`src/rtl/ws2812b_pkg.sv`:
```
// Shared WS2812B definitions: receiver FSM states, pixel width and default 50 MHz timing,
// also used by the transmitter side of the link.
package ws2812b_pkg;

    typedef enum logic [1:0] {
        SYNC = 2'd0,
        IDLE = 2'd1,
        HIGH = 2'd2,
        LOW  = 2'd3
    } rx_state_e;

    localparam int PIXEL_W = 24;

    // Default timing in 50 MHz clock cycles
    localparam int T0H_DEF          = 20;
    localparam int T1H_DEF          = 40;
    localparam int T_BIT_THRESH_DEF = 30;
    localparam int T_MIN_HIGH_DEF   = 8;
    localparam int T_MAX_HIGH_DEF   = 60;
    localparam int T_RESET_DEF      = 2500;

endpackage

```
`src/rtl/ws2812b_receiver_if.sv`:
```
// Pixel output port of the WS2812B receiver.
// A word transfers on a clock edge where pixel_valid && pixel_ready; the source holds
// pixel_valid, pixel_data and pixel_index stable until that edge, and pixel_ready may toggle freely.
interface ws2812b_receiver_if #(
    parameter int IDX_W = 10
);
    import ws2812b_pkg::*;

    logic [PIXEL_W-1:0] pixel_data;
    logic               pixel_valid;
    logic               pixel_ready;
    logic [IDX_W-1:0]   pixel_index;

    modport master (
        output pixel_data,
        output pixel_valid,
        output pixel_index,
        input  pixel_ready
    );

    modport slave (
        input  pixel_data,
        input  pixel_valid,
        input  pixel_index,
        output pixel_ready
    );

endinterface

```
`src/rtl/ws2812b_rx_sync.sv`:
```
// Two-flop synchroniser for the asynchronous WS2812B line plus rise/fall detection
// on the synchronised level.
module ws2812b_rx_sync (
    input  logic clk,
    input  logic reset,
    input  logic din,
    output logic level,
    output logic rise,
    output logic fall
);

    logic s1_q, s1_d;
    logic s2_q, s2_d;
    logic prev_q, prev_d;

    always_comb begin
        s1_d   = din;
        s2_d   = s1_q;
        prev_d = s2_q;
    end

    always_ff @(posedge clk) begin
        if (reset) begin
            s1_q   <= 1'b0;
            s2_q   <= 1'b0;
            prev_q <= 1'b0;
        end else begin
            s1_q   <= s1_d;
            s2_q   <= s2_d;
            prev_q <= prev_d;
        end
    end

    assign level = s2_q;
    assign rise  = s2_q & ~prev_q;
    assign fall  = ~s2_q & prev_q;

endmodule

```
`src/rtl/ws2812b_receiver.sv`:
```
// WS2812B NRZ receiver: measures high pulses, assembles 24-bit words MSB-first and detects frame end.
// Optional saturating error counter (err_count/err_clr) is built when WS2812B_RX_ERRCNT_EN is defined.
module ws2812b_receiver
    import ws2812b_pkg::*;
#(
    parameter int T_BIT_THRESH = T_BIT_THRESH_DEF,
    parameter int T_MIN_HIGH   = T_MIN_HIGH_DEF,
    parameter int T_MAX_HIGH   = T_MAX_HIGH_DEF,
    parameter int T_RESET      = T_RESET_DEF,
    parameter int CNT_W        = 12,
    parameter int IDX_W        = 10
) (
    input  logic               clk,
    input  logic               reset,
    input  logic               data_in,
    ws2812b_receiver_if.master pix,
    output logic               frame_end,
    output logic               pulse_err,
    output logic               overflow,
    input  logic               ovf_clr,
`ifdef WS2812B_RX_ERRCNT_EN
    output logic [15:0]        err_count,
    input  logic               err_clr,
`endif
    output rx_state_e          state_dbg
);

    localparam logic [CNT_W-1:0] THRESH_C = CNT_W'(T_BIT_THRESH);
    localparam logic [CNT_W-1:0] MIN_C    = CNT_W'(T_MIN_HIGH);
    localparam logic [CNT_W-1:0] MAX_C    = CNT_W'(T_MAX_HIGH);
    localparam logic [CNT_W-1:0] RESET_C  = CNT_W'(T_RESET);
    localparam logic [4:0]       LAST_BIT = 5'(PIXEL_W - 1);

    logic level, rise, fall;

    ws2812b_rx_sync u_sync (
        .clk   (clk),
        .reset (reset),
        .din   (data_in),
        .level (level),
        .rise  (rise),
        .fall  (fall)
    );

    rx_state_e          state_q, state_d;
    logic [CNT_W-1:0]   cnt_q, cnt_d;
    logic [4:0]         bit_cnt_q, bit_cnt_d;
    logic [PIXEL_W-1:0] shift_q, shift_d;
    logic [IDX_W-1:0]   idx_cnt_q, idx_cnt_d;
    logic [PIXEL_W-1:0] data_q, data_d;
    logic [IDX_W-1:0]   index_q, index_d;
    logic               valid_q, valid_d;
    logic               frame_end_q, frame_end_d;
    logic               pulse_err_q, pulse_err_d;
    logic               overflow_q, overflow_d;
    logic               word_done, clear_index, slot_free;

    always_comb begin
        // Width of the current level; an edge starts the new level at 1
        if (rise || fall) begin
            cnt_d = CNT_W'(1);
        end else if (cnt_q == '1) begin
            cnt_d = cnt_q;
        end else begin
            cnt_d = cnt_q + CNT_W'(1);
        end

        state_d     = state_q;
        bit_cnt_d   = bit_cnt_q;
        shift_d     = shift_q;
        idx_cnt_d   = idx_cnt_q;
        frame_end_d = 1'b0;
        pulse_err_d = 1'b0;
        word_done   = 1'b0;
        clear_index = 1'b0;

        case (state_q)
            SYNC: begin
                if (!level && cnt_d >= RESET_C) state_d = IDLE;
            end
            IDLE: begin
                if (rise) state_d = HIGH;
            end
            HIGH: begin
                // cnt_q holds the completed high width on the fall cycle
                if (fall && cnt_q >= MIN_C && cnt_q <= MAX_C) begin
                    shift_d = {shift_q[PIXEL_W-2:0], (cnt_q >= THRESH_C)};
                    if (bit_cnt_q == LAST_BIT) begin
                        word_done = 1'b1;
                        bit_cnt_d = '0;
                    end else begin
                        bit_cnt_d = bit_cnt_q + 5'd1;
                    end
                    state_d = LOW;
                end else if (fall || cnt_d > MAX_C) begin
                    pulse_err_d = 1'b1;
                    bit_cnt_d   = '0;
                    shift_d     = '0;
                    clear_index = 1'b1;
                    state_d     = SYNC;
                end
            end
            LOW: begin
                if (rise) begin
                    state_d = HIGH;
                end else if (cnt_d >= RESET_C) begin
                    frame_end_d = 1'b1;
                    pulse_err_d = (bit_cnt_q != '0);
                    bit_cnt_d   = '0;
                    shift_d     = '0;
                    clear_index = 1'b1;
                    state_d     = IDLE;
                end
            end
            default: state_d = SYNC;
        endcase

        // Output slot: a handshake this cycle frees it for a word completing in the same cycle
        slot_free  = !valid_q || pix.pixel_ready;
        valid_d    = valid_q && !pix.pixel_ready;
        data_d     = data_q;
        index_d    = index_q;
        overflow_d = ovf_clr ? 1'b0 : overflow_q;

        if (word_done) begin
            idx_cnt_d = idx_cnt_q + IDX_W'(1);
            if (slot_free) begin
                valid_d = 1'b1;
                data_d  = shift_d;
                index_d = idx_cnt_q;
            end else begin
                overflow_d = 1'b1;
            end
        end

        // A pending word keeps its index; only an empty slot shows the restart at 0
        if (clear_index) begin
            idx_cnt_d = '0;
            if (!valid_d) index_d = '0;
        end
    end

    always_ff @(posedge clk) begin
        if (reset) begin
            state_q     <= SYNC;
            cnt_q       <= '0;
            bit_cnt_q   <= '0;
            shift_q     <= '0;
            idx_cnt_q   <= '0;
            data_q      <= '0;
            index_q     <= '0;
            valid_q     <= 1'b0;
            frame_end_q <= 1'b0;
            pulse_err_q <= 1'b0;
            overflow_q  <= 1'b0;
        end else begin
            state_q     <= state_d;
            cnt_q       <= cnt_d;
            bit_cnt_q   <= bit_cnt_d;
            shift_q     <= shift_d;
            idx_cnt_q   <= idx_cnt_d;
            data_q      <= data_d;
            index_q     <= index_d;
            valid_q     <= valid_d;
            frame_end_q <= frame_end_d;
            pulse_err_q <= pulse_err_d;
            overflow_q  <= overflow_d;
        end
    end

    assign pix.pixel_data  = data_q;
    assign pix.pixel_valid = valid_q;
    assign pix.pixel_index = index_q;
    assign frame_end       = frame_end_q;
    assign pulse_err       = pulse_err_q;
    assign overflow        = overflow_q;
    assign state_dbg       = state_q;

`ifdef WS2812B_RX_ERRCNT_EN
    logic [15:0] err_cnt_q, err_cnt_d;

    always_comb begin
        err_cnt_d = err_cnt_q;
        if (err_clr) begin
            err_cnt_d = pulse_err_d ? 16'd1 : 16'd0;
        end else if (pulse_err_d && err_cnt_q != 16'hFFFF) begin
            err_cnt_d = err_cnt_q + 16'd1;
        end
    end

    always_ff @(posedge clk) begin
        if (reset) err_cnt_q <= '0;
        else       err_cnt_q <= err_cnt_d;
    end

    assign err_count = err_cnt_q;
`endif

endmodule

```
`src/flat_wrapper.sv`:
```
// flat-port wrapper written by rule: the top's interface ports become plain ports
module ws2812b_receiver_flat import ws2812b_pkg::*;
#(
    parameter int T_BIT_THRESH = T_BIT_THRESH_DEF,
    parameter int T_MIN_HIGH   = T_MIN_HIGH_DEF,
    parameter int T_MAX_HIGH   = T_MAX_HIGH_DEF,
    parameter int T_RESET      = T_RESET_DEF,
    parameter int CNT_W        = 12,
    parameter int IDX_W        = 10
)
  (clk, reset, data_in, frame_end, pulse_err, overflow, ovf_clr, state_dbg, pix_pixel_data, pix_pixel_valid, pix_pixel_index, pix_pixel_ready);
  ws2812b_receiver_if #(.IDX_W(IDX_W)) pix_i ();
  input  logic clk;
  input  logic reset;
  input  logic data_in;
  output logic frame_end;
  output logic pulse_err;
  output logic overflow;
  input  logic ovf_clr;
  output rx_state_e state_dbg;
  output wire logic [$bits(pix_i.pixel_data)-1:0] pix_pixel_data;
  output wire logic [$bits(pix_i.pixel_valid)-1:0] pix_pixel_valid;
  output wire logic [$bits(pix_i.pixel_index)-1:0] pix_pixel_index;
  input wire logic [$bits(pix_i.pixel_ready)-1:0] pix_pixel_ready;
  assign pix_pixel_data = pix_i.pixel_data;
  assign pix_pixel_valid = pix_i.pixel_valid;
  assign pix_pixel_index = pix_i.pixel_index;
  assign pix_i.pixel_ready = pix_pixel_ready;
  ws2812b_receiver #(.T_BIT_THRESH(T_BIT_THRESH), .T_MIN_HIGH(T_MIN_HIGH), .T_MAX_HIGH(T_MAX_HIGH), .T_RESET(T_RESET), .CNT_W(CNT_W), .IDX_W(IDX_W)) u_core (.clk(clk), .reset(reset), .data_in(data_in), .pix(pix_i), .frame_end(frame_end), .pulse_err(pulse_err), .overflow(overflow), .ovf_clr(ovf_clr), .state_dbg(state_dbg));
endmodule
```
`config.mk`:
```
export PLATFORM = sky130hd
export DESIGN_NAME = ws2812b_receiver_flat
export DESIGN_NICKNAME = d
export VERILOG_FILES = /design/src/rtl/ws2812b_pkg.sv /design/src/rtl/ws2812b_receiver_if.sv /design/src/rtl/ws2812b_rx_sync.sv /design/src/rtl/ws2812b_receiver.sv /design/src/flat_wrapper.sv
export SDC_FILE = /design/constraint.sdc
export NUM_CORES = 1
export LEC_CHECK = 0
export CORE_ASPECT_RATIO = 0.5
export CORE_MARGIN = 2
export CORE_UTILIZATION = 51
export DETAILED_ROUTE_END_ITERATION = 8
export PLACE_DENSITY_LB_ADDON = 0.12
export SLEW_MARGIN = 10
export SYNTH_ARGS = -nofsm -noshare
export SYNTH_HDL_FRONTEND = slang
export SYNTH_SLANG_ARGS = --single-unit
```
`constraint.sdc`:
```
create_clock -name clk -period 2.4 [get_ports clk]
set_input_delay 0.48 -clock clk [delete_from_list [all_inputs] [get_ports clk]]
set_output_delay 0.48 -clock clk [all_outputs]
set_load 0.005 [all_outputs]
```
==> flow_summary_export.csv <==
group,metric,value,unit
run_status,outcome,"complete, but fails checks",
run_status,violations,"negative setup slack",
yosys,ys_ff_latch,93,
setup_path,cp-start-kind,"register",
power_and_ir_drop,p_int,0.00240,W
finish,nFillCells,640,
power_and_ir_drop,p_sw,0.000694,W
yosys,synth.most_common_cell,"dfxtp_1",
detailed_routing,ant_nets,0,
setup_path,arrival,2.78,ns
power_and_ir_drop,leakagePower,2.12,nW
clock_network,ctsHoldBuffers,0,
detailed_routing,viasPerCell,5.66,
yosys,synth_edf_count,0,
sta,slew_violations,0,
placed_design,dp_hpwl,6540,µm
clock_network,clock-sinks,93,
detailed_routing,drc_errors,0,
power_and_ir_drop,p_clk_frac,0.460,
clock_network,cts_root_buf,"clkbuf_16",
yosys,synth_area,4210,µm²
hold_path,hold_class,"reg -> reg",
placed_design,place_ws,-0.122,ns
yosys,synthArstFlopShare,0,
sta,max_slew.worst_pin.slew,0.468,ns
placed_design,portBuffers,44,
yosys,synth_area_per_cell,9.32,µm²
detailed_routing,first_pass_iters,4,
clock_network,h-tree-depth,3,
finish,nNetsFinal,545,
setup_path,critical_path_class,"reg -> reg",
die,row_count,23,
grt,overflow,0,
setup_path,crit_family,"simple AND/OR/NAND/NOR gates",
setup_path,path_max_fanout,13,
power_and_ir_drop,swShare,0.224,
die,die_h,68.2,µm
yosys,synth_flop_cell,"dfxtp_1",
finish,area.growth.synth_to_final,36.6,%
clock_network,cts_buffer_depth,2,
sta,hold_viol_final,0,
sta,finalClockSkew,0.00744,ns
sta,post-route-period-util,1.04,
die,start_util,0.526,
power_and_ir_drop,vdd_drop_max,359,µV
hold_path,min_to,"u_core.u_sync.level",
setup_path,crit_buf_inv,2,
detailed_routing,postRouteWirelength,10300,µm
yosys,seq_area_frac_synth,0.443,
detailed_routing,num_vias,3672,
sta,fmax,0.401,GHz
grt,first_global_vias,3347,
setup_path,r2r_slack,-0.09,ns
hold_path,hold_start,"u_core.u_sync.s1_q",
clock_network,cts_tree,"built",
finish,drive_gt1_frac,0.266,
clock_network,cts.clk_slew.worst_paths,0.07,ns
setup_path,crit_chain,"buf_6, nand4_1, nor2_2, nand3_1, a311oi_4, nand3_2, a221oi_4, buf_6, a22o_1",
grt,grt_pass1_wl,16200,µm
sta,hold_ws,0.439,ns
setup_path,timing.rr.start,"u_core.cnt_q[0]",
grt,grt_antenna_before_repair,0,
power_and_ir_drop,power.total,0.00310,W
setup_path,cpMostUsedCell,"buf_6",
sta,slew_headroom,0.687,
finish,antennaDiodeCount,0,
detailed_routing,drt_iter0_drc,201,
yosys,synthDominantCellAreaShare,0.443,
yosys,synth_cells,451,
clock_network,clkLatencyLatePin,0.34,ns
die,core-area,8000,µm²
clock_network,cts_buffers,9,
setup_path,worstSetupEndpointType,"register",
die,ios,45,
flow_run,cap_violations,0,
detailed_routing,routedWlPerCell,15.9,µm
sta,finalSetupViolCount,39,
grt,grt_usage,0.228,
yosys,synth_top_cells_by_count,"dfxtp_1 (93), nor2_1 (50), nand2_1 (36)",
setup_path,cp_slowest_cell,"dfxtp_4",
sta,min_period,2.49,ns
sta,rsz0062_at_grt,"true",
yosys,yosysWarnings,0,
power_and_ir_drop,combPwrFrac,0.039,
power_and_ir_drop,power_density,539,nW/µm²
yosys,ys_types,63,
sta,finalWorstSetupSlack,-0.0940,ns
yosys,yosysTopAreaCell,"dfxtp_1",
yosys,synth.area.top_cells,"dfxtp_1 (44%), a22o_1 (5.2%), nor2_1 (4.5%)",
grt,grt_max_degree,25,
power_and_ir_drop,p_seq_frac,0.502,
setup_path,reg2reg_depth,9,
setup_path,cp_data_required_time,2.68,ns
setup_path,r2r_end,"u_core.shift_q[20]",
placed_design,gp_congestion,0.926,
yosys,syn-num-nets,463,
die,dieArea,9030,µm²
die,fp.dieW,132,µm
finish,final_util,0.718,
hold_path,whs_path_depth,1,
setup_path,max_stage_delay,0.37,ns
## cell type report
type                            count  area (µm²)  share of cell area
Clock buffer                        9         225              0.0392
Clock inverter                      6        68.8              0.0120
Inverter                           14        52.6             0.00915
Multi-Input combinational cell    316        2400               0.419
Sequential cell                    93        1890               0.328
Tap cell                          112         140              0.0244
Timing Repair Buffer               99         967               0.168
## metal layers
metal	global-route usage	up-vias	routed length, µm
li1	-	1817	-
met1	0.289	1763	4820
met2	0.393	77	4950
met3	0.0511	15	411
met4	0.0806	0	149
met5	0	-	0
## kinds of logic (layout without fill, tap and decap cells)
| logic type | after synthesis | after routing | share of synthesized area |
|---|---|---|---|
| simple gates | 181 | 181 | 0.234 |
| flops | 93 | 93 | 0.443 |
| buf+inv | 42 | 128 | 0.0488 |
| compound gates | 112 | 112 | 0.218 |
| fa+ha+maj | 7 | 7 | 0.0208 |
| xor+xnor | 11 | 11 | 0.0229 |
| mux | 5 | 5 | 0.0131 |
## power by group through the flow
stage | Sequential, W | Combinational, W | Clock, W
floorplan | 0.00159 | 0.0000608 | 0
global placement | 0.00159 | 0.0000929 | 0
detailed placement | 0.00159 | 0.0000933 | 0
CTS | 0.00156 | 0.000117 | 0.00145
global route | 0.00155 | 0.000130 | 0.00151
finish | 0.00155 | 0.000120 | 0.00142
## how the worst max path moves through the flow
stage | from | endpoint | depth (start not counted)
detailed placement | u_core.cnt_q[0] | u_core.shift_q[1] | 10
global placement | u_core.cnt_q[0] | u_core.shift_q[4] | 10
finish | u_core.cnt_q[0] | u_core.shift_q[20] | 9
CTS | u_core.cnt_q[1] | u_core.shift_q[20] | 12
floorplan | u_core.cnt_q[1] | u_core.shift_q[14] | 9
global route | u_core.cnt_q[0] | u_core.shift_q[6] | 9
## timing repair
item / 4_1_cts / 5_1_grt
buffers inserted: 11 / 6
gates cloned: 2 / 2
gates resized for setup: 33 / 35
endpoints found under the setup margin: 49 / 67
pin swaps: 19 / 35
## cells in the final DEF, fill, tap and decap left out, types with 4 or more instances in the layout
| master | synthesis | final |
|---|---|---|
| a21oi_1 | 31 | 31 |
| nor2_1 | 50 | 49 |
| a31oi_1 | 7 | 4 |
| dfxtp_1 | 93 | 83 |
| clkbuf_16 | 0 | 11 |
| nand2b_1 | 5 | 5 |
| dfxtp_2 | 0 | 5 |
| inv_1 | 14 | 13 |
| and3_1 | 25 | 24 |
| ha_1 | 7 | 6 |
| and2_1 | 4 | 4 |
| buf_4 | 3 | 42 |
| a221oi_2 | 10 | 9 |
| o21ai_0 | 10 | 8 |
| nand2_1 | 36 | 36 |
| dfxtp_4 | 0 | 5 |
| a22o_1 | 25 | 24 |
| nor3_4 | 0 | 4 |
| nor2b_1 | 5 | 5 |
| nor3_1 | 16 | 7 |
| xnor2_1 | 9 | 9 |
| buf_6 | 4 | 7 |
| nand4_1 | 9 | 9 |
| nor3_2 | 0 | 5 |
| clkdlybuf4s50_1 | 0 | 43 |
| nand3_1 | 8 | 8 |
## stage by stage
step / setup TNS, ns / cells / instance area (µm²)
floorplan: 0 / 451 / 4220
global placement: -2.86 / 615 / 4970
detailed placement: -4.25 / 615 / 4970
CTS: -0.228 / 643 / 5520
global route: -7.28 / 649 / 5750
finish: -2.39 / 649 / 5750
## registers in the layout, indices dropped and copies added, names as in the netlist
| signal | flops |
|---|---|
| u_core.u_sync.s1_q | 1 |
| u_core.u_sync.level | 1 |
| u_core.overflow | 1 |
| u_core.pix.pixel_data | 24 |
| u_core.pix.pixel_valid | 1 |
| u_core.pix.pixel_index | 10 |
| u_core.cnt_q | 12 |
| u_core.shift_q | 23 |
| u_core.state_dbg | 2 |
| u_core.idx_cnt_q | 10 |
| u_core.u_sync.prev_q | 1 |
| u_core.bit_cnt_q | 5 |
| u_core.pulse_err | 1 |
| u_core.frame_end | 1 |
Power figures use the tool's default switching activity.
